==> src/rtl/ripple_borrow_subtract_serial.sv <==
// Digit-serial subtractor c = a - b - bi, K bits per cycle, registered borrow between digits.
// Latency N/K cycles from accept to out_valid; define SUB_OVERFLOW_FLAG_EN to add the signed-overflow output v.
// Backpressure: result, flags and out_valid hold in DONE until out_ready; no operands are accepted outside IDLE.
module ripple_borrow_subtract_serial #(
    parameter int N = 32,
    parameter int K = 8
) (
    input  logic         clk,
    input  logic         rst,
    input  logic         in_valid,
    output logic         in_ready,
    input  logic [N-1:0] a,
    input  logic [N-1:0] b,
    input  logic         bi,
    output logic         out_valid,
    input  logic         out_ready,
    output logic [N-1:0] c,
`ifdef SUB_OVERFLOW_FLAG_EN
    output logic         v,
`endif
    output logic         bo
);

    localparam int D  = N / K;
    localparam int CW = (D > 1) ? $clog2(D) : 1;
    localparam logic [CW-1:0] LAST = CW'(D - 1);

    typedef enum logic [1:0] {
        IDLE = 2'd0,
        RUN  = 2'd1,
        DONE = 2'd2
    } state_t;

    state_t          state_q, state_d;
    logic [CW-1:0]   cnt_q;
    logic [N-1:0]    a_q, b_q;
    logic            borrow_q;
    logic [N-1:0]    c_q;
    logic [K-1:0]    a_dig, b_dig;
    logic [K:0]      sum;

    always_ff @(posedge clk or posedge rst) begin
        if (rst) state_q <= IDLE;
        else     state_q <= state_d;
    end

    always_comb begin
        state_d = state_q;
        case (state_q)
            IDLE: if (in_valid)      state_d = RUN;
            RUN:  if (cnt_q == LAST) state_d = DONE;
            DONE: if (out_ready)     state_d = IDLE;
            default:                 state_d = IDLE;
        endcase
    end

    // Operands stay in place; the active digit is picked by the counter.
    always_comb begin
        a_dig = a_q[cnt_q*K +: K];
        b_dig = b_q[cnt_q*K +: K];
        sum   = {1'b0, a_dig} + {1'b0, ~b_dig} + {{K{1'b0}}, ~borrow_q};
    end

    always_ff @(posedge clk or posedge rst) begin
        if (rst) begin
            cnt_q    <= '0;
            a_q      <= '0;
            b_q      <= '0;
            borrow_q <= 1'b0;
            c_q      <= '0;
        end else begin
            case (state_q)
                IDLE: if (in_valid) begin
                    a_q      <= a;
                    b_q      <= b;
                    borrow_q <= bi;
                    cnt_q    <= '0;
                end
                RUN: begin
                    c_q[cnt_q*K +: K] <= sum[K-1:0];
                    borrow_q          <= ~sum[K];
                    cnt_q             <= cnt_q + 1'b1;
                end
                default: ;
            endcase
        end
    end

`ifdef SUB_OVERFLOW_FLAG_EN
    logic v_q;
    // The last digit carries the sign bit, so its fresh MSB is c[N-1].
    always_ff @(posedge clk or posedge rst) begin
        if (rst)
            v_q <= 1'b0;
        else if (state_q == RUN && cnt_q == LAST)
            v_q <= (a_q[N-1] != b_q[N-1]) && (sum[K-1] != a_q[N-1]);
    end
    assign v = v_q;
`endif

    assign in_ready  = (state_q == IDLE);
    assign out_valid = (state_q == DONE);
    assign c         = c_q;
    assign bo        = borrow_q;

endmodule
==> config.mk <==
export PLATFORM = sky130hd
export DESIGN_NAME = ripple_borrow_subtract_serial
export DESIGN_NICKNAME = d
export VERILOG_FILES = /design/src/rtl/ripple_borrow_subtract_serial.sv
export SDC_FILE = /design/constraint.sdc
export NUM_CORES = 1
export LEC_CHECK = 0
export ABC_AREA = 1
export BUFFER_PORTS_ARGS = -buffer_cell sky130_fd_sc_hd__buf_2
export CAP_MARGIN = 20
export CORE_MARGIN = 2
export CORE_UTILIZATION = 42
export CTS_CLUSTER_SIZE = 12
export DETAILED_ROUTE_END_ITERATION = 8
export MAX_ROUTING_LAYER = met4
export PLACE_DENSITY = 0.79
export RECOVER_POWER = 50
export SYNTH_ARGS = -nofsm -noshare
export SYNTH_HDL_FRONTEND = slang
export SYNTH_SLANG_ARGS = --single-unit
==> constraint.sdc <==
create_clock -name clk -period 3.4 [get_ports clk]
set_clock_uncertainty 0.05 [all_clocks]
set_input_delay 0.51 -clock clk [delete_from_list [all_inputs] [get_ports clk]]
set_output_delay 0.51 -clock clk [all_outputs]
set_load 0.03 [all_outputs]
# Word-level counts from Yosys, hierarchy flattened
# Cells that the tools add are included.
[totals] in_bits=69 out_inout_bits=35 word_cells=37 register_bits=101
[op_classes] n_eq_ne=6 n_bitwise=3 addsub=4 n_shift=4 n_mux=9 reduce_logical=5
[ops] operator="$shiftx 32x6->8" count=2
[ops] operator="$neg 5->34" count=1
[ops] operator="$shift 8x34->32 const A" count=1
[ops] operator="$shiftx 8x34->32" count=1
[ops] operator="$bwmux 32" count=1
[ops] operator="$add 8x8->9" count=1
[ops] operator="$add 9x1->9" count=1
[ops] operator="$mux 2" count=4
[ops] operator="$not 8->8" count=1
[ops] operator="$pmux 2 s3" count=1
[ops] operator="$eq 2x2->1 const B" count=2
[ops] operator="$ne 2x2->1 const B" count=2
[ops] operator="$pmux 2 s2" count=1
[ops] operator="$reduce_and 2->1" count=2
[ops] operator="$reduce_and 3->1" count=1
[ops] operator="$add 2x1->2 const B" count=1
[ops] operator="$eq 2x1->1 const B" count=1
[ops] operator="$logic_not 2->1" count=1
[ops] operator="$ne 2x1->1 const B" count=1
[ops] operator="$not 1->1" count=2
[ops] operator="$pmux 1 s2" count=1
[ops] operator="$reduce_bool 2->1" count=1
[ops] operator="$mux 1" count=1

# Depth between registers and ports, before layout
[logic_depth] word_depth=6 depth_mapped=17 ltp_nobuf=15

# Least setup slack after synthesis
# OpenSTA, ideal clock, no wires.
[synth_path] path_type="register to register" startpoint="register cnt_q[0]" endpoint="register c_q[14] (netlist: c[14])" required_time_ns=3.285 path_stages_with_launch=18 setup_slack_ns=0.894 setup_time_ns=0.065 arrival_ns=2.391 period_less_slack_ns=2.506 path_buffers=2 path_cell_list="dfrtp_1 > inv_2 > buf_2 > buf_2 > nor2_1 > o22ai_1 > fa_1 > inv_1 > fa_1 > nand2_1 > nand2_1 > nand3_1 > nand2_1 > nand2_1 > nand3_1 > nor2_1 > nand2_1 > nand2_1"
[synth_via] elab_chain_len=6 word_cells_on_any_way=9 cone_classes="3 x add/sub; 4 x shift; 1 x mux; 1 x bitwise"
[synth_lines] item="start, declared" line="35" rtl="logic [CW-1:0] cnt_q;"
[synth_lines] item="start signal, assigned" line="82" rtl="cnt_q <= cnt_q + 1'b1;"
[synth_lines] item="$shiftx 32x6->8" line="60" rtl="b_dig = b_q[cnt_q*K +: K];"
[synth_lines] item="$not 8->8" line="61" rtl="sum = {1'b0, a_dig} + {1'b0, ~b_dig} + {{K{1'b0}}, ~borrow_q};"
[synth_lines] item="$add 8x8->9" line="61"
[synth_lines] item="$add 9x1->9" line="61"
[synth_lines] item="$shiftx 8x34->32" line="80" rtl="c_q[cnt_q*K +: K] <= sum[K-1:0];"
[synth_lines] item="$bwmux 32 *" line="80"
[synth_lines] item="end signal, assigned by index" line="80"
[synth_lines] item="end, declared" line="38" rtl="logic [N-1:0] c_q;"
# Every way passes the cells marked *; elsewhere a longest branch is shown, timed or not.
# A chain may end at the register's enable or synchronous reset.

# Worst setup path in the final report
# Ends and elaborated chain as after synthesis.

==> summary.md <==
| Metric | Value |
|---|---|
| Clk sinks | 101 |
| Largest net degree at the start of global routing | 60 |
| Period utilization | 83.2% |
| Antenna Nets Post-Route | 0 |
| Root buffer cell | clkbuf_16 |
| Core Box Area | 11400 sq um |
| Initial antenna violation count | 0 |
| Max-cap violations | 1 |
| Leading cell type in the layout, fill and taps excluded | nand2_1 |
| Critical path class | register to register |
| Worst-path maximum fanout | 21 |
| Main synth FF type | dfrtp_1 |
| WP data required | 3640 ps |
| Maximum buffer depth of the clock tree | 2 |
| Final TNS setup | 0 ps |
| Cell Rows | 39 |
| Post-CTS Setup Repair Bufs | 0 |
| Rel. slew slack | -24.8% |
| Number of global-route vias before repair | 4029 |
| Seq/Total Area, Yosys | 52.1% |
| # IOs | 104 |
| Final Hold Viols | 0 |
| Crit path arrival time | 3070 ps |
| Die width | 112 um |
| Final wirelength | 11600 um |
| Post-cts hold buffer count | 0 |
| Clock Latency Late Sink | 350 ps |
| Status | finished with violations |
| R2R Setup Slk | 570 ps |
| Total inserted antenna cells | 0 |
| Layout cells sized above 1 | 21.0% |
| Post-CTS sizing | 0 |
| EDFF count, synth | 0 |
| # setup viols final | 0 |
| CP Launch Type | register |
| Pwr Density | 1180 nW/um^2 |
| Initial Util | 42.7% |
| CTS tree | done |
| Syn Nets | 681 |
| Grt ovf | 0 |
| Ys async rst share | 100% |
| Most frequent cells in the layout | nand2_1 (262), dfrtp_1 (101), buf_2 (94) |
| Ys Warns | 0 |
| TritonRoute pass-1 iters | 4 |
| DRC Markers | 0 |
| Total track usage | 19.9% |
| Core Util, Final | 50.8% |
| P_leak | 3.14 nW |
| GPL Wtd Cong | 0.918 |
| CP endpoint kind | register |
| RSZ-0062 raised after global routing | no |
| Total Power | 6.82 mW |
| Die H | 112 um |
| Total die area | 12400 sq um |
| Avg Cell Area, Syn | 8.12 sq um |
| Cell area after synthesis | 4850 sq um |
| Area grow syn2layout | 19.0% |
| Worst Hold Class | primary input to register |
| CTS clk-pin slew, worst paths | 70 ps |
| Htree depth | 3 |
| Slew Limit Fails | 43 |
| First-pass GRT wire length | 19300 um |
| TritonCTS Buffers | 9 |
| DR vias | 4118 |
| Vias/cell | 4.88 |
| Drt wl/cell | 13.7 um |
| Initial DRC count | 289 |
| Hpwl dp | 8680 um |
| Number of synthesized register bits | 101 |
| Cell variety after synth | 32 |
| # port buffers | 103 |
| Synthesized netlist cell count | 598 |
| Fin nets | 779 |
| Minimum clock period | 2830 ps |
| Peak VDD IR | 0.000566 V |
| Failing checks | max-capacitance violations, max-slew violations |
| Fmax | 0.354 GHz |
| Worst slew pin tran | 1860 ps |
## synthesized netlist by cell type (2+ instances only)
library cell,number,area share [%]
nand2_1,262,20
dfrtp_1,101,52
o21ai_0,44,4.5
nor2_1,39,3.0
inv_1,29,2.2
buf_2,14,1.4
nand3_1,13,1.3
a21oi_1,12,1.2
ha_1,12,3.1
inv_2,11,0.85
o22ai_1,9,1.2
clkbuf_1,8,0.62
a22o_1,5,0.90
nand4_1,5,0.64
o21ai_1,5,0.52
o21ai_2,4,0.72
nor2_2,3,0.39
buf_4,2,0.31
fa_1,2,0.82
nand2_2,2,0.26
nand3_2,2,0.41
nand4_2,2,0.52
nor2_4,2,0.46
xor2_2,2,0.67
## state kept, by name, indices dropped and copies added (netlist names)
register  flops
cnt_q         2
c            32
b_q          32
state_q       2
bo            1
a_q          32
## worst max-delay path: stages (launching register included)
cell	delay [ps]
dfrtp_1	630
buf_4	300
nand2_1	70
a32o_1	270
fa_1	420
inv_1	90
fa_1	250
nand2_1	60
nand2_1	70
nand3_1	80
nand3_1	100
nand3_1	110
nor2_1	150
nand2_1	60
nand2_1	60
## cells by family after synthesis
group                    share of synthesized area [%]
AO/OA/AOI/OAI                                     9.77
flip-flops                                        52.1
buffers and inverters                             5.54
adder cells (fa/ha/maj)                           3.92
XOR/XNOR                                         0.851
AND/OR/NAND/NOR                                   27.9
## per-stage QoR
| step | worst slack [ps] | area, sq um | hold slack [ps] | std cells |
|---|---|---|---|---|
| 6_report | 571 | 5780 | 296 | 844 |
| 3_3_place_gp | 744 | 5510 | 410 | 828 |
| 4_1_cts | 578 | 5790 | 181 | 844 |
| 3_5_place_dp | 636 | 5510 | 411 | 828 |
| 2_1_floorplan | 193 | 4850 | 394 | 598 |
| 5_1_grt | 302 | 5780 | 302 | 844 |
## area by class of cell
class,count,area [sq um]
clock buffers,9,225
clock inverters,7,60.1
fillers,1093,5590
inverters,41,155
multi-input cells,432,2060
flip-flops and latches,101,2530
well taps,143,179
repair buffers,111,577
## path summary, 6_finish.rpt
check | endpoint | cells after the start | start
max | c[14]$_DFFE_PP0P_ | 14 | cnt_q[0]$_DFFE_PP0P_
min | state_q[1]$_DFFE_PP0P_ | 2 | out_ready
max reg2reg | c[14]$_DFFE_PP0P_ | 14 | cnt_q[0]$_DFFE_PP0P_
min reg2reg | b_q[17]$_DFFE_PP0P_ | 2 | b_q[17]$_DFFE_PP0P_
max in group asynchronous | b_q[18]$_DFFE_PP0P_ | 3 | rst
min in group asynchronous | c[11]$_DFFE_PP0P_ | 2 | rst
## layer usage
| layer | global-route usage [%] | vias up | wire [um] |
|---|---|---|---|
| met1 | 27.4 | 1874 | 5400 |
| met4 | 7.57 | 0 | 290 |
| li1 | - | 2082 | - |
| met2 | 29.8 | 140 | 5160 |
| met5 | - | - | 0 |
| met3 | 3.54 | 22 | 720 |
## where the power goes
group | switching [mW] | internal, mW | total (mW)
logic | 2.54 | 1.24 | 3.78
registers | 0.334 | 1.72 | 2.05
clock network | 0.479 | 0.507 | 0.985
Power figures use the tool's default switching activity.
